<file path="src/rtl/dp_ctrl_pkg.sv">
// Shared types and encodings for the datapath controller.
package dp_ctrl_pkg;

    typedef enum logic [2:0] {
        WAIT,
        DECODE,
        GET_A,
        GET_B,
        ALU,
        WR_REG,
        WR_IMM
    } state_t;

    // Opcode field [15:13]
    localparam logic [2:0] OPC_MOV = 3'b110;
    localparam logic [2:0] OPC_ALU = 3'b101;

    // op field [12:11] under OPC_ALU
    localparam logic [1:0] OP_ADD = 2'b00;
    localparam logic [1:0] OP_CMP = 2'b01;
    localparam logic [1:0] OP_AND = 2'b10;
    localparam logic [1:0] OP_MVN = 2'b11;

    // op field [12:11] under OPC_MOV
    localparam logic [1:0] OP_MOV_REG = 2'b00;
    localparam logic [1:0] OP_MOV_IMM = 2'b10;

    // Shifter codes
    localparam logic [1:0] SH_NONE = 2'b00;
    localparam logic [1:0] SH_LSL  = 2'b01;
    localparam logic [1:0] SH_LSR  = 2'b10;
    localparam logic [1:0] SH_ASR  = 2'b11;

endpackage

</file>
<file path="src/rtl/instr_decoder.sv">
// Combinational instruction decoder: field extraction, immediates, class flags.
module instr_decoder
    import dp_ctrl_pkg::*;
#(
    parameter int DATA_W     = 16,
    parameter int REG_ADDR_W = 3
) (
    input  logic [15:0]           ir,
    output logic [REG_ADDR_W-1:0] rn,
    output logic [REG_ADDR_W-1:0] rd,
    output logic [REG_ADDR_W-1:0] rm,
    output logic [1:0]            sh,
    output logic [1:0]            op,
    output logic [DATA_W-1:0]     sximm8,
    output logic [DATA_W-1:0]     sximm5,
    output logic                  is_mov_imm,
    output logic                  is_mov_reg,
    output logic                  is_alu,
    output logic                  is_cmp,
    output logic                  is_mvn,
    output logic                  is_illegal
);

    logic [2:0] opc;

    assign opc    = ir[15:13];
    assign op     = ir[12:11];
    assign rn     = ir[10:8];
    assign rd     = ir[7:5];
    assign sh     = ir[4:3];
    assign rm     = ir[2:0];
    assign sximm8 = {{(DATA_W-8){ir[7]}}, ir[7:0]};
    assign sximm5 = {{(DATA_W-5){ir[4]}}, ir[4:0]};

    // Only MOV with op 00/10 and the four ALU ops are defined.
    assign is_mov_imm = (opc == OPC_MOV) && (op == OP_MOV_IMM);
    assign is_mov_reg = (opc == OPC_MOV) && (op == OP_MOV_REG);
    assign is_alu     = (opc == OPC_ALU);
    assign is_cmp     = is_alu && (op == OP_CMP);
    assign is_mvn     = is_alu && (op == OP_MVN);
    assign is_illegal = !(is_mov_imm || is_mov_reg || is_alu);

endmodule

</file>
<file path="src/rtl/datapath_controller.sv">
// Moore FSM sequencing the register/ALU datapath: read A, read B, ALU, write-back.
module datapath_controller
    import dp_ctrl_pkg::*;
#(
    parameter int DATA_W     = 16,
    parameter int REG_ADDR_W = 3
) (
    input  logic                  clk,
    input  logic                  reset_n,
    input  logic                  start,
    input  logic [15:0]           instr,
    output logic                  busy,
    output logic                  done,
    output logic                  illegal,
    output logic                  write,
    output logic                  vsel,
    output logic                  loada,
    output logic                  loadb,
    output logic                  loadc,
    output logic                  loads,
    output logic                  asel,
    output logic                  bsel,
    output logic [REG_ADDR_W-1:0] readnum,
    output logic [REG_ADDR_W-1:0] writenum,
    output logic [1:0]            shift,
    output logic [1:0]            ALUop,
    output logic [DATA_W-1:0]     datapath_in
);

    state_t                state, state_nxt;
    logic [15:0]           ir;
    logic [REG_ADDR_W-1:0] rn, rd, rm;
    logic [1:0]            sh, op;
    logic [DATA_W-1:0]     sximm8;
    logic                  is_mov_imm, is_mov_reg, is_alu, is_cmp, is_mvn, is_illegal;

    instr_decoder #(
        .DATA_W     (DATA_W),
        .REG_ADDR_W (REG_ADDR_W)
    ) u_dec (
        .ir         (ir),
        .rn         (rn),
        .rd         (rd),
        .rm         (rm),
        .sh         (sh),
        .op         (op),
        .sximm8     (sximm8),
        .sximm5     (),
        .is_mov_imm (is_mov_imm),
        .is_mov_reg (is_mov_reg),
        .is_alu     (is_alu),
        .is_cmp     (is_cmp),
        .is_mvn     (is_mvn),
        .is_illegal (is_illegal)
    );

    // Static controls follow ir in every state; only the pulses depend on state.
    assign busy        = (state != WAIT);
    assign shift       = is_mov_imm ? SH_NONE : sh;
    assign ALUop       = is_alu ? op : OP_ADD;
    assign asel        = is_mov_reg || is_mvn;
    assign bsel        = 1'b0;
    assign datapath_in = sximm8;

    // State, instruction and completion flags; reset abandons any in-flight instruction.
    always_ff @(posedge clk or negedge reset_n) begin
        if (!reset_n) begin
            state   <= WAIT;
            ir      <= '0;
            done    <= 1'b0;
            illegal <= 1'b0;
        end else begin
            state   <= state_nxt;
            if (state == WAIT && start)
                ir <= instr;
            done    <= (state != WAIT) && (state_nxt == WAIT);
            illegal <= (state == DECODE) && is_illegal;
        end
    end

    // Next-state and per-state control pulses.
    always_comb begin
        state_nxt = state;
        loada     = 1'b0;
        loadb     = 1'b0;
        loadc     = 1'b0;
        loads     = 1'b0;
        write     = 1'b0;
        vsel      = 1'b0;
        readnum   = rm;
        writenum  = '0;
        case (state)
            WAIT: begin
                if (start)
                    state_nxt = DECODE;
            end
            DECODE: begin
                if (is_mov_imm)
                    state_nxt = WR_IMM;
                else if (is_mov_reg || is_mvn)
                    state_nxt = GET_B;
                else if (is_alu)
                    state_nxt = GET_A;
                else
                    state_nxt = WAIT;
            end
            GET_A: begin
                readnum   = rn;
                loada     = 1'b1;
                state_nxt = GET_B;
            end
            GET_B: begin
                loadb     = 1'b1;
                state_nxt = ALU;
            end
            ALU: begin
                loadc     = 1'b1;
                loads     = is_cmp;
                state_nxt = is_cmp ? WAIT : WR_REG;
            end
            WR_REG: begin
                write     = 1'b1;
                writenum  = rd;
                state_nxt = WAIT;
            end
            WR_IMM: begin
                write     = 1'b1;
                vsel      = 1'b1;
                writenum  = rn;
                state_nxt = WAIT;
            end
            default: state_nxt = WAIT;
        endcase
    end

endmodule

</file>
<file path="config.mk">
export PLATFORM = sky130hd
export DESIGN_NAME = datapath_controller
export DESIGN_NICKNAME = d
export VERILOG_FILES = /design/src/rtl/dp_ctrl_pkg.sv /design/src/rtl/instr_decoder.sv /design/src/rtl/datapath_controller.sv
export SDC_FILE = /design/constraint.sdc
export NUM_CORES = 1
export LEC_CHECK = 0
export ABC_CLOCK_PERIOD_IN_PS = 4650
export CAP_MARGIN = 15
export CORE_MARGIN = 5
export CORE_UTILIZATION = 35
export DETAILED_ROUTE_END_ITERATION = 7
export PLACE_DENSITY = 0.75
export SYNTH_ARGS = -nofsm -noshare
export SYNTH_HDL_FRONTEND = slang
export SYNTH_SLANG_ARGS = --single-unit
</file>
<file path="constraint.sdc">
create_clock -name clk -period 4.65 [get_ports clk]
set_input_delay 0.6975 -clock clk [delete_from_list [all_inputs] [get_ports clk]]
set_output_delay 0.6975 -clock clk [all_outputs]
set_load 0.01 [all_outputs]
</file>
==> flow_summary.yaml <==
sta:
  drv_slew: 0
  relSlewSlack: 0.3863
  finalSetupViolations: 0
  setup_tns_ns: 0
  worst_pin_slew_ns: 0.9177
  grt_setup_unrepaired: "false"
  finalCritPeriodShare: 0.6175
  min_period_ns: 2.871
  skew_ns: 0.005732
  layout_setup_ws_ns: 1.779
  hold_violations: 0
  fmax_ghz: 0.3483
detailed_routing:
  drt_iter0_drc: 20
  dr.pass1.iters: 4
  num_vias: 885
  wl_per_cell_um: 15.36
  viasPerCell: 4.658
  route.detailed.drc: 0
  wl_mm: 2.918
  drtAntennaViolNets: 0
pwr:
  leakagePower_nw: 0.7165
  ir_drop_v: 0.0003004
  p_per_area_nw_per_um2: 703.4
  power_mw: 1.201
clocking:
  htree_levels: 1
  hold_buffers: 0
  clk_pin_slew_ns: 0.12
  cts_root_buf: "clkbuf_4"
  cts_buffer_depth: 2
  cts_setup_buffers: 0
  clock_sinks: 21
  cts_buffers: 3
  clock_latency_ns: 0.31
  cts_resized: 0
  cts_tree: "done"
run_status:
  outcome: "completed"
floorplan:
  die_x_um: 69.43
  rows: 21
  core-area_sq_um: 3390
  die_h_um: 69.43
  io_pins: 56
  die-area_sq_um: 4821
  initial_utilization: 0.3647
synthesis:
  avgSynthCellArea_sq_um: 11.77
  synthesis.nets: 124
  synthTopCellsByArea: "dfrtp_1 (43%), mux2_4 (12%), buf_4 (10%)"
  synth_area_leader_cell: "dfrtp_1"
  synth_top_area_frac: 0.4251
  yosys_warnings: 0
  synth-seq-cells: 21
  ys_seq_area_frac: 0.4251
  ys_types: 31
  syn_inst: 105
  synth_area_sq_um: 1236
worst_setup_path:
  worst_ep_required_time_ns: 3.95
  worstPathArrival_ns: 2.17
  path_max_fanout: 8
  cp_cell_sequence: "nor2b_2 > and2_1 > mux2_2 > clkdlybuf4s50_1"
  cp-end-kind: "output port"
  slowest_delay_ns: 0.48
  critPathBufInv: 1
  critPathKind: "flip-flop to output port"
  critPathTopFamily: "simple AND/OR/NAND/NOR gates"
  cpMaxStageDelayCell: "clkdlybuf4s50_1"
  crit_path_start_kind: "flip-flop"
global_routing:
  grt_max_degree: 22
  gr-total-overflow: 0
  grt_pass1_wl_mm: 4.781
  grt.total_usage: 0.1249
  grt_pass1_vias: 912
  antenna_found_initial: 0
final_layout:
  fillCellCount: 294
  layout_commonest_cell: "clkdlybuf4s50_1"
  layout_common_cells: "clkdlybuf4s50_1 (54), dfrtp_1 (21), mux2_4 (10), mux2_2 (9), nor2_1 (6)"
  final_util: 0.5039
  drive_above_1_share: 0.2014
  antennaDiodeCount: 0
  layout.nets: 164
  final_area_sq_um: 1708
  area_delta_synth_final_pct: 38.16
placed_design:
  place_congestion: 0.7664
  io_buffers: 54
  hpwl_mm: 2.299
  place_area_sq_um: 1682
  place_ws_ns: 2.107
job:
  drv_cap: 0
hold_path:
  holdCritPathClass: "flip-flop to flip-flop"
power breakdown:
| part | internal (mW) | switching [mW] |
|---|---|---|
| combinational | 0.450 | 0.283 |
| clock | 0.0335 | 0.0554 |
| sequential | 0.275 | 0.105 |
| total | 0.759 | 0.443 |
path summary, 6_finish.rpt:
path	from	depth (start not counted)	slack, ns	endpoint
setup reg to reg	state[2]$_DFF_PN0_	3	2.93	ir[4]$_DFFE_PN0P_
min in group asynchronous	reset_n	1	0.89	ir[7]$_DFFE_PN0P_
setup / recovery	state[1]$_DFF_PN0_	4	1.78	readnum[1]
hold / removal	ir[1]$_DFFE_PN0P_	1	0.56	ir[1]$_DFFE_PN0P_
hold reg to reg	ir[1]$_DFFE_PN0P_	1	0.56	ir[1]$_DFFE_PN0P_
max in group asynchronous	reset_n	1	3.20	ir[15]$_DFFE_PN0P_
cells in the mapped netlist:
cell type	number
o31ai_1	1
mux2_4	10
o21ai_0	4
conb_1	1
and2b_1	1
o21bai_1	2
or3_4	1
and2_1	2
nand2_1	2
nor2b_2	1
dfrtp_1	21
buf_4	17
buf_2	1
a21bo_2	2
nor2_1	6
buf_12	1
and2_2	1
nor2_8	1
a21o_1	1
o21a_1	1
o211ai_1	1
nand4b_1	1
nor2b_1	4
a22oi_1	3
or3b_2	1
mux2_2	9
nor3b_1	2
nand2b_1	1
inv_1	4
and4b_1	1
nor4b_1	1
flip-flops by register name (all words and copies together), names as in the netlist:
name     flops
ir          16
state        3
done         1
illegal      1
layer usage:
metal,track usage,vias up,share of wire
met5,0,-,0
met4,0.06508,0,0.020
met3,0.02319,4,0.036
met2,0.2108,27,0.52
met1,0.1499,433,0.42
li1,-,421,-
per-stage QoR:
stage | cells | hold WS, ns
floorplan | 105 | 0.4019
global placement | 186 | 0.5114
detailed placement | 186 | 0.5327
CTS | 190 | 0.5617
global route | 190 | 0.5844
finish | 190 | 0.5615
kinds of logic (layout without fill, tap and decap cells):
family | count (synthesis) | after routing | synth area share
AND/OR/NAND/NOR | 26 | 26 | 0.1458
buffers and inverters | 23 | 62 | 0.1356
flip-flops | 21 | 21 | 0.4251
multiplexers | 19 | 19 | 0.2034
AO/OA/AOI/OAI | 15 | 15 | 0.08705
other | 1 | 1 | 0.003034
worst register-to-register path, delay by kind of cell (launching register included):
family	cells	cell delay (ns)
DFF	1	0.47
muxes	1	0.39
and+or+nand+nor	2	0.76
layout make-up:
| type | instances | area (sq um) | area share |
|---|---|---|---|
| timing repair buffer | 54 | 540.5 | 0.3165 |
| inverter | 4 | 15.01 | 0.008791 |
| tap | 46 | 57.56 | 0.03370 |
| multi-input combinational | 61 | 543.0 | 0.3179 |
| clock buffer | 4 | 26.28 | 0.01538 |
| sequential | 21 | 525.5 | 0.3077 |
No activity file was read; power rests on OpenSTA's default activity.
==> edit 1 (same flow settings) <==
`DATA_W` is set to 16 in 2 places; all go to 14.
--- a/src/rtl/instr_decoder.sv
+++ b/src/rtl/instr_decoder.sv
@@ -4,3 +4,3 @@
 #(
-    parameter int DATA_W     = 16,
+    parameter int DATA_W     = 14,
     parameter int REG_ADDR_W = 3
--- a/src/rtl/datapath_controller.sv
+++ b/src/rtl/datapath_controller.sv
@@ -4,3 +4,3 @@
 #(
-    parameter int DATA_W     = 16,
+    parameter int DATA_W     = 14,
     parameter int REG_ADDR_W = 3
Interface: changed (resized datapath_in); port bits go from 56 to 54. The function was not compared with the original's and may differ.
==> edit 1 against the original RTL <==
  * Final area fell by 1.2%
  * Sequential cell count did not move
  * First-iteration DRC count fell by 15%
  * Area after synthesis fell by 1.2%
  * Highest routed layer unchanged
  * Total power fell by 2.1%
  * Critical path type unchanged
  * Via count fell by 1.9%
  * Fmax fell by 0.45%
  * Wire length fell by 2.0%
  * Setup slack got worse by 0.013 ns
==> edit 1: results (changes against the original RTL) <==
Placed Cells = 184 (was 186)
Synth area leaders = dfrtp_1 (43%), mux2_4 (12%), buf_4 (9.2%), mux2_2 (8.3%), nor2b_1 (2.0%) (was dfrtp_1 (43%), mux2_4 (12%), buf_4 (10%), mux2_2 (8.2%), nor2b_1 (2.0%))
Antenna violations before repair = 0 (unchanged)
Most frequent cells after synthesis = dfrtp_1 (21), buf_4 (15), mux2_4 (10) (was dfrtp_1 (21), buf_4 (17), mux2_4 (10))
Total Routing Usage GR = 12.95% (was 12.49%)
Syn nets = 122 (was 124)
First-pass GRT wire length = 4968 µm (was 4781 µm)
Clock Skew = 0.001327 ns (was 0.005732 ns)
DRT iter0 DRCs = 17 (was 20)
Layout cells sized above 1 = 20.42% (was 20.14%)
Worst R2R Setup Slack = 2.92 ns (was 2.93 ns)
RR Endpoint = ir[2] (was ir[4])
Cell count after synthesis = 103 (was 105)
Finished Layout Cells = 188 (was 190)
Register area share after synthesis = 43.03% (was 42.51%)
Fill cell count = 329 (was 294)
Worst vdd ir = 0.3255 mV (was 0.3004 mV)
Hold Path Origin = ir[5] (was ir[1])
Relative slew slack = 36.50% (was 38.63%)
Status = completed (unchanged)
PortBufs = 52 (was 54)
Total Nets Final = 162 (was 164)
Number of global-route vias before repair = 946 (was 912)
Routability cong. = 0.7472 (was 0.7664)
Vias per inst = 4.617 (was 4.658)
P_leak = 0.7087 nW (was 0.7165 nW)
[edit 1: cell count changes after synthesis, sizes merged]
cell  unedited run  this run
buf             19        17
[edit 1: layout make-up]
type                    count  area (µm²)  area share (%)
flip-flops and latches     21       525.5           31.13
well taps                  46       57.56           3.410
inverters                   4       15.01          0.8895
clock buffers               4       26.28           1.557
multi-input cells          61       543.0           32.17
repair buffers             52       520.5           30.84
[edit 1: cells by family after synthesis]
group,Yosys count,synth area share [%]
multiplexers,19,20.59
other,1,0.3071
AND/OR/NAND/NOR,26,14.75
buffers and inverters,21,12.50
flip-flops,21,43.03
AO/OA/AOI/OAI,15,8.812
[edit 1: how the worst min path moves through the flow]
stage                 end  slack (ns)  cells after the start
global placement    ir[4]        0.51                      1
finish              ir[5]        0.55                      1
global route        ir[8]        0.58                      1
floorplan            done        0.40                      0
detailed placement  ir[4]        0.52                      1
CTS                 ir[4]        0.56                      1
[edit 1: power breakdown]
part | switching (mW) | leakage (nW) | internal (mW)
Clock | 0.0586 | 0.0150 | 0.0335
Combinational | 0.272 | 0.441 | 0.435
Sequential | 0.101 | 0.252 | 0.275
[edit 1: routing by layer]
layer	up-vias	track usage, %	routed length (µm)
met4	0	5.857	36
met3	4	4.070	218
li1	417	-	-
met1	415	15.37	1188
met5	-	0	0
met2	32	21.29	1415
[edit 1: per-stage QoR]
stage | hold WS (ns) | instance area [µm²] | util, % | setup WS [ns]
2_1_floorplan | 0.4019 | 1221 | - | 2.672
3_3_place_gp | 0.5145 | 1662 | 49.40 | 2.193
3_5_place_dp | 0.5195 | 1662 | 49.40 | 2.129
4_1_cts | 0.5581 | 1688 | 50.19 | 1.749
5_1_grt | 0.5765 | 1688 | 50.19 | 1.621
6_report | 0.5532 | 1688 | 50.19 | 1.766
[edit 1: worst reg2reg max path, delay by kind of cell, from the launching register on]
kind / cells / cell delay, ns
simple gates: 2 / 0.77
flops: 1 / 0.48
mux: 1 / 0.38
==> edit 2 (config.mk and constraints unchanged) <==
Made on the original files. Remove the register `illegal`: a continuous assignment takes its place, so the output `illegal` follows one clock earlier.
--- a/src/rtl/datapath_controller.sv
+++ b/src/rtl/datapath_controller.sv
@@ -70,3 +70,2 @@
             done    <= 1'b0;
-            illegal <= 1'b0;
         end else begin
@@ -76,5 +75,6 @@
             done    <= (state != WAIT) && (state_nxt == WAIT);
-            illegal <= (state == DECODE) && is_illegal;
         end
     end
+
+    assign illegal = (state == DECODE) && is_illegal;
 
Behaviour: not the same (a bounded check fails within 4 cycles, from zero or initial values and one cycle with reset_n low).
==> edit 2 against the original RTL <==
  * Final area shrank 0.29%
  * Total power is essentially flat
  * Non-clock buffer count is the same
  * Sequential cell count shrank 1
  * Area after synthesis shrank 1.3%
  * Synthesized cell count shrank 0.95%
  * Via count shrank 0.11%
  * Sequential power shrank 2%
  * Critical path depth grew 1
  * Count of clock-buffer cells in the layout is the same
  * Wire length shrank 5.7%
  * Setup slack gained 0.018 ns
  * Combinational power shrank 0.8%
  * Highest routed layer unchanged
==> edit 2: results (changes against the original RTL) <==
Register area share after synthesis = 41.03% (was 42.51%)
Worst r2r src = state[2] (unchanged)
First-pass GRT wire length = 4505 µm (was 4781 µm)
Finished Layout Cells = 189 (was 190)
Layout cells sized above 1 = 18.88% (was 20.14%)
Routed met2 length = 1446 µm (was 1525 µm)
P_leak = 0.7187 nW (was 0.7165 nW)
Fin Hold WS = 0.5562 ns (was 0.5615 ns)
PortBufs = 54 (unchanged)
Post-DP Area = 1667 µm² (was 1682 µm²)
Met1 WL = 1112 µm (was 1229 µm)
DP Wirelength = 2173 µm (was 2299 µm)
Grt met2 use = 21.29% (was 21.08%)
Worst slack at placement = 2.158 ns (was 2.107 ns)
Vias per inst = 4.677 (was 4.658)
Routability cong. = 0.8352 (was 0.7664)
Hold EP = ir[5] (was ir[1])
Syn nets = 123 (was 124)
Yosys warning count = 0 (unchanged)
Antenna-violating nets left = 0 (unchanged)
Synth area leaders = dfrtp_1 (41%), mux2_4 (12%), buf_4 (10%), mux2_2 (8.3%), nor2b_1 (3.1%) (was dfrtp_1 (43%), mux2_4 (12%), buf_4 (10%), mux2_2 (8.2%), nor2b_1 (2.0%))
Clock-pin transition on the worst setup and hold timing paths = 0.12 ns (about the same)
Reg2Reg Depth = 3 (unchanged)
CP Capture Point = readnum[0] (was readnum[1])
Hold Path Origin = ir[5] (was ir[1])
Status = completed (unchanged)
Met3 routed WL = 171 µm (was 104 µm)
Main flop type after synthesis = dfrtp_1 (unchanged)
Hold path cells = 1 (unchanged)
Async S/R FF share, synth = 100.0% (unchanged)
Critical path launch point = state[0] (was state[1])
Total Nets Final = 163 (was 164)
Cell count after synthesis = 104 (was 105)
Placed Cells = 185 (was 186)
DRT iter0 DRCs = 42 (was 20)
Post-Route WL = 2752 µm (was 2918 µm)
Worst EP arrival = 2.16 ns
PostCTS Resize Cnt = 0 (unchanged)
Relative slew slack = 41.11% (was 38.63%)
Biggest regs = ir (16), state (3), done (1) (was ir (16), state (3))
Worst vdd ir = 0.2722 mV (was 0.3004 mV)
CP max FO = 8 (unchanged)
Largest net degree at the start of global routing = 21 (was 22)
Met3 usage = 3.634% (was 2.319%)
CTS root buffer = clkbuf_4 (unchanged)
Fill cell count = 340 (was 294)
Clock Skew = 0.01391 ns (was 0.005732 ns)
Met1 Resource Use GR = 12.32% (was 14.99%)
F_max = 350.5 MHz (was 348.3 MHz)
Count of cell types in the netlist = 29 (was 31)
Router iterations before antenna repair = 4 (unchanged)
Worst R2R Setup Slack = 2.86 ns (was 2.93 ns)
RR Endpoint = ir[2] (was ir[4])
Number of global-route vias before repair = 920 (was 912)
Most frequent cells after synthesis = dfrtp_1 (20), buf_4 (17), mux2_4 (10) (was dfrtp_1 (21), buf_4 (17), mux2_4 (10))
Total Routing Usage GR = 11.47% (was 12.49%)
==> edit 2: worst max-delay path, cell delays in order, from the launching register on <==
cell             delay (ns)
dfrtp_1                0.46
and2b_1                0.31
nand2b_1               0.15
inv_1                  0.11
mux2_2                 0.33
clkdlybuf4s50_1        0.48
==> edit 2: cell families (layout without fill, tap and decap cells) <==
logic type      Yosys count  after routing  synth area share, %
flops                    20             20                41.03
buf+inv                  23             62                13.64
compound gates           14             14                8.718
other cells               1              1               0.3074
simple gates             27             27                15.69
mux                      19             19                20.62
==> edit 2: area by class of cell <==
type / count / area (µm²) / share of cell area (%)
multi-input combinational: 61 / 553.0 / 32.48
sequential: 20 / 500.5 / 29.39
clock buffer: 4 / 36.28 / 2.131
tap: 46 / 57.56 / 3.380
timing repair buffer: 54 / 540.5 / 31.74
inverter: 4 / 15.01 / 0.8817
==> edit 2: report_power, final <==
group / total [mW] / internal, mW / switching (mW)
combinational: 0.727 / 0.458 / 0.269
clock: 0.102 / 0.0478 / 0.0543
sequential: 0.373 / 0.263 / 0.110
